## config.mk

```make
export PLATFORM = sky130hd
export DESIGN_NAME = burst_memory
export DESIGN_NICKNAME = d
export VERILOG_FILES = /design/src/rtl/burst_memory.sv
export SDC_FILE = /design/constraint.sdc
export NUM_CORES = 2
export LEC_CHECK = 0
export ABC_CLOCK_PERIOD_IN_PS = 12400
export CAP_MARGIN = 20
export CORE_MARGIN = 2
export CORE_UTILIZATION = 54
export DETAILED_ROUTE_END_ITERATION = 8
export PLACE_DENSITY_LB_ADDON = 0.12
export SYNTH_ARGS = -nofsm -noshare
export SYNTH_HDL_FRONTEND = slang
export SYNTH_SLANG_ARGS = --single-unit
```

## constraint.sdc

```tcl
create_clock -name clock -period 12.4 [get_ports clock]
set_input_delay 1.86 -clock clock [delete_from_list [all_inputs] [get_ports clock]]
set_output_delay 1.86 -clock clock [all_outputs]
set_load 0.02 [all_outputs]
```

## src/rtl/burst_memory.sv

```systemverilog
// Parametrised single-port synchronous memory with a post-reset clear sweep and
// address-incrementing burst reads/writes that wrap modulo the memory depth.
module burst_memory #(
   parameter int                    DATA_WIDTH = 8,
   parameter int                    ADDR_WIDTH = 8,
   parameter logic [DATA_WIDTH-1:0] INIT_VALUE = '0
) (
   input  logic                  clock,
   input  logic                  reset_n,
   input  logic                  cs,
   input  logic                  wr,
   input  logic                  start,
   input  logic [ADDR_WIDTH-1:0] address,
   input  logic [ADDR_WIDTH-1:0] burst_len,
   input  logic [DATA_WIDTH-1:0] data,
   input  logic                  data_valid,
   output logic [DATA_WIDTH-1:0] o,
   output logic                  o_valid,
   output logic                  ready,
   output logic                  busy,
   output logic                  done
);

   localparam int                    DEPTH     = 1 << ADDR_WIDTH;
   localparam logic [ADDR_WIDTH-1:0] PTR_ONE   = ADDR_WIDTH'(1);
   localparam logic [ADDR_WIDTH-1:0] PTR_LAST  = '1;

   typedef enum logic [1:0] {
      ST_INIT,
      ST_IDLE,
      ST_BURST
   } state_t;

   state_t                  state_q,     state_d;
   logic [ADDR_WIDTH-1:0]   ptr_q,       ptr_d;
   logic [ADDR_WIDTH-1:0]   remaining_q, remaining_d;
   logic                    wr_q,        wr_d;
   logic [DATA_WIDTH-1:0]   o_q,         o_d;
   logic                    o_valid_q,   o_valid_d;
   logic                    ready_q,     ready_d;
   logic                    busy_q,      busy_d;
   logic                    done_q,      done_d;

   logic                    mem_we;
   logic [DATA_WIDTH-1:0]   mem_wdata;
   logic [DATA_WIDTH-1:0]   mem_q [DEPTH];

   // The sweep pointer and the burst pointer share ptr_q; every access uses it.
   always_comb begin
      state_d     = state_q;
      ptr_d       = ptr_q;
      remaining_d = remaining_q;
      wr_d        = wr_q;
      o_d         = o_q;
      o_valid_d   = 1'b0;
      ready_d     = ready_q;
      busy_d      = busy_q;
      done_d      = 1'b0;
      mem_we      = 1'b0;
      mem_wdata   = data;

      case (state_q)
         ST_INIT: begin
            mem_we    = 1'b1;
            mem_wdata = INIT_VALUE;
            ptr_d     = ptr_q + PTR_ONE;
            if (ptr_q == PTR_LAST) begin
               state_d = ST_IDLE;
               busy_d  = 1'b0;
               ready_d = 1'b1;
            end
         end

         ST_IDLE: begin
            if (start && !cs) begin
               state_d     = ST_BURST;
               ptr_d       = address;
               wr_d        = wr;
               remaining_d = burst_len;
               ready_d     = 1'b0;
            end
         end

         ST_BURST: begin
            if (cs) begin
               state_d = ST_IDLE;
               done_d  = 1'b1;
               ready_d = 1'b1;
            end else if (!wr_q || data_valid) begin
               if (wr_q) begin
                  mem_we = 1'b1;
               end else begin
                  o_d       = mem_q[ptr_q];
                  o_valid_d = 1'b1;
               end
               ptr_d       = ptr_q + PTR_ONE;
               remaining_d = remaining_q - PTR_ONE;
               if (remaining_q == '0) begin
                  state_d = ST_IDLE;
                  done_d  = 1'b1;
                  ready_d = 1'b1;
               end
            end
         end

         default: begin
            state_d = ST_INIT;
            ptr_d   = '0;
            busy_d  = 1'b1;
            ready_d = 1'b0;
         end
      endcase
   end

   always_ff @(posedge clock or negedge reset_n) begin
      if (!reset_n) begin
         state_q     <= ST_INIT;
         ptr_q       <= '0;
         remaining_q <= '0;
         wr_q        <= 1'b0;
         o_q         <= '0;
         o_valid_q   <= 1'b0;
         ready_q     <= 1'b0;
         busy_q      <= 1'b1;
         done_q      <= 1'b0;
      end else begin
         state_q     <= state_d;
         ptr_q       <= ptr_d;
         remaining_q <= remaining_d;
         wr_q        <= wr_d;
         o_q         <= o_d;
         o_valid_q   <= o_valid_d;
         ready_q     <= ready_d;
         busy_q      <= busy_d;
         done_q      <= done_d;
      end
   end

   // Storage has no reset; the clear sweep is what gives it defined contents.
   always_ff @(posedge clock) begin
      if (mem_we) begin
         mem_q[ptr_q] <= mem_wdata;
      end
   end

   assign o       = o_q;
   assign o_valid = o_valid_q;
   assign ready   = ready_q;
   assign busy    = busy_q;
   assign done    = done_q;

endmodule
```

==> run metrics <==
yosys warns 0; Synth Instances 3999; CTS Root Cell clkbuf_16; Synth Flop Type edfxtp_1; average cell area after synthesis between 20 and 25 sq um; layout cell share with drive strength beyond 1 about a fifth; distinct cell type count after synthesis 61; # placed instances 5901; f_max around 190 MHz; Worst-Skew Late Latency between 0.8 and 0.9 ns; I/O pin count 42; worst-path fanout max 42; Post-Route Utilization between 60% and 70%; Hold Buf Count CTS 0; worst path bufs/invs 3; die span in y ~400 um; clk_skew 0.0278 ns; TritonCTS buffer count between 200 and 250; Final #Nets 4135; Synth top area share 75.7%; Crit Path Class reg2reg; ys async rst share under 10%; DP Wirelength 131000 um; H-tree depth 4; Remaining DRCs 0; number of global-route vias before repair approximately 40000; final instance area between 90000 and 100000 sq um; final cell count without fillers 6279; maximum vdd drop approximately 0.00016 V; CP endpoint kind flip-flop; status complete, no violations; P_leak 0.0276 uW; CTS tree done; Initial Util between 50% and 60%; critical path's most frequent cell buf_4; CP top delay family buffers and inverters; final hold viol count 0; CTS Buffer Depth 3; total grt overflow 0; PnR Total Power around 14000 uW; Post-CTS Setup Repair Bufs 0; post-CTS sizing 0; register area share after synthesis between 70% and 80%; Via density around 6.6; placeable core area 150000 sq um; Placed Area between 80000 and 90000 sq um; CTS sink cnt approximately 2100; Arrival @ worst endpoint just over 6 ns; die span in x between 300 and 400 um; P per Cell Area about 150 nW/um^2; measured slew at the worst slew-check pin roughly 1.2 ns; syn nets around 4000; Slew Limit Headroom 16.8%; crit-path cells buf_4 > buf_4 > buf_4 > mux4_2 > mux2i_1 > o21ai_0 > a211oi_1 > nand4_1 > o32a_1; Crit-path slowest cell a211oi_1; Worst-path clk slew roughly 0.070 ns; post-synthesis register bit count 2079; ANT nets after route 0; Routed wire per std cell between 30 and 40 um; fin crit period about 5.4 ns; DRT Wirelength roughly 220000 um; first-pass GRT wire length about 310000 um; row count ~140; Mapped Area 81200 sq um; Tcrit/Tclk final a little over two fifths; max cap viols 0; Setup violations, final 0; I/O Buffers 41; Register Area a little over 60000 sq um; final slew viol count 0; Worst path max stage delay around 0.84 ns; Multi-input gate area ~18000 sq um; GP Congestion 0.857; largest area contributor in the netlist edfxtp_1; largest net degree at the start of global routing 193; fill count between 10000 and 15000; Total GRT Usage between 20% and 30%; RSZ-0062 raised after global routing no; Post-synth EDFFs 2048; hold crit path type reg2reg; initial antenna violation count 13; Worst Path Required around 13 ns; area growth from synthesis to layout 11.7%; synth top area cells edfxtp_1 (76%), mux4_2 (13%), mux2i_1 (2.6%); Setup TNS Final 0 ns; top post-synthesis cells by count edfxtp_1 (2048), mux4_2 (453), nor2_1 (301), mux2i_1 (213), nand2_1 (145); CP Launch Type flip-flop; DRT Pass-1 Iters 5; dominant cell by count in the synthesized netlist edfxtp_1; Die Footprint between 150000 and 200000 sq um; DR iter-0 viols 5278; routed via count slightly above 40000
## per-layer routing
metal / GRT usage (%) / wire length [um] / vias up / share of wire [%]
li1: - / - / 16756 / -
met1: 42.2 / 87200 / 21773 / 40
met2: 44.3 / 103000 / 2335 / 47
met3: 6.85 / 22800 / 398 / 10
met4: 9.30 / 7480 / 14 / 3.4
met5: 0 / 92 / - / 0.042
## cell usage in the layout, fill, tap and decap left out, types with 7 or more instances in the layout
cell,synthesis,routed
o211ai_1,18,18
a31oi_1,11,11
bufinv_16,0,20
o221ai_1,10,10
edfxtp_1,2048,2048
a32oi_1,9,9
a21oi_1,33,33
nor2_1,301,298
a22o_1,8,8
clkinv_2,0,45
a211oi_1,12,12
clkinv_1,0,40
nor3_1,16,16
clkinv_8,0,7
buf_4,22,76
ha_1,10,10
o21ai_0,51,51
mux4_2,453,453
mux2i_1,213,213
a22oi_1,95,95
inv_1,10,10
clkdlybuf4s50_1,0,40
clkbuf_1,101,36
nor4_1,11,11
nand3_2,0,9
buf_12,0,16
mux2_2,12,12
clkinvlp_4,0,11
dfrtp_1,30,25
clkbuf_16,0,210
o41ai_1,9,8
nand2_1,145,145
nand4_1,20,20
o22ai_1,44,44
nand3_1,74,65
and3_1,17,17
nor2b_4,0,13
## final timing paths
kind                            slack (ns)  cells after the start     start              to
worst min register to register        0.49                      2     ready           ready
worst max-delay path                  7.03                      9  ptr_q[0]            o[0]
max in group asynchronous            10.65                      1   reset_n        ptr_q[2]
worst min-delay path                  0.49                      2     ready           ready
min in group asynchronous             1.13                      1   reset_n  remaining_q[2]
worst max register to register        7.03                      9  ptr_q[0]            o[0]
## worst register-to-register path, delay by kind of cell (launching register included)
family | cells | cell delay [ns]
AOI/OAI and AO/OA | 3 | 1.42
muxes | 2 | 0.96
buffers and inverters | 3 | 1.90
and+or+nand+nor | 1 | 0.41
DFF | 1 | 0.56
## through the flow
stage / hold slack [ns] / setup slack (ns)
final: 0.493 / 7.03
after global routing: 0.544 / 6.80
after CTS: 0.499 / 6.90
after detailed placement: 0.483 / 6.57
after global placement: 0.475 / 6.62
after floorplan: 0.504 / 2.95
## kinds of logic (layout without fill, tap and decap cells)
group | after synthesis | after routing | synth area share [%]
xor gates and xnor gates | 2 | 2 | 0.0216
buffers and inverters | 258 | 521 | 1.48
adders and majority gates | 10 | 10 | 0.154
other | 0 | 1 | 0
and+or+nand+nor | 632 | 632 | 3.38
muxes | 678 | 678 | 15.4
DFF | 2079 | 2079 | 76.7
AOI/OAI and AO/OA | 340 | 340 | 2.94
## sequential cells by signal (all words and copies together) (netlist names)
name	cells
busy	1
done	1
mem_q	2048
o	8
o_valid	1
ptr_q	8
ready	1
remaining_q	8
state_q	2
wr_q	1
## power by group
group	total, uW	leakage [uW]	internal (uW)	switching (uW)
registers	7600	0.0185	7600	1.58
logic	17.2	0.00590	10.8	6.45
clock network	6150	0.00324	3510	2640
total	13800	0.0276	11100	2650
## final cells by class
| cell class | count | share of cell area (%) |
|---|---|---|
| sequential | 2079 | 68.6 |
| multi-input combinational | 1662 | 19.7 |
| clock buffer | 246 | 5.94 |
| tap | 2016 | 2.78 |
| timing repair buffer | 135 | 1.47 |
| clock inverter | 128 | 1.38 |
| inverter | 12 | 0.0551 |
| antenna | 1 | 0.00276 |
(Power assumes the default switching activity.)
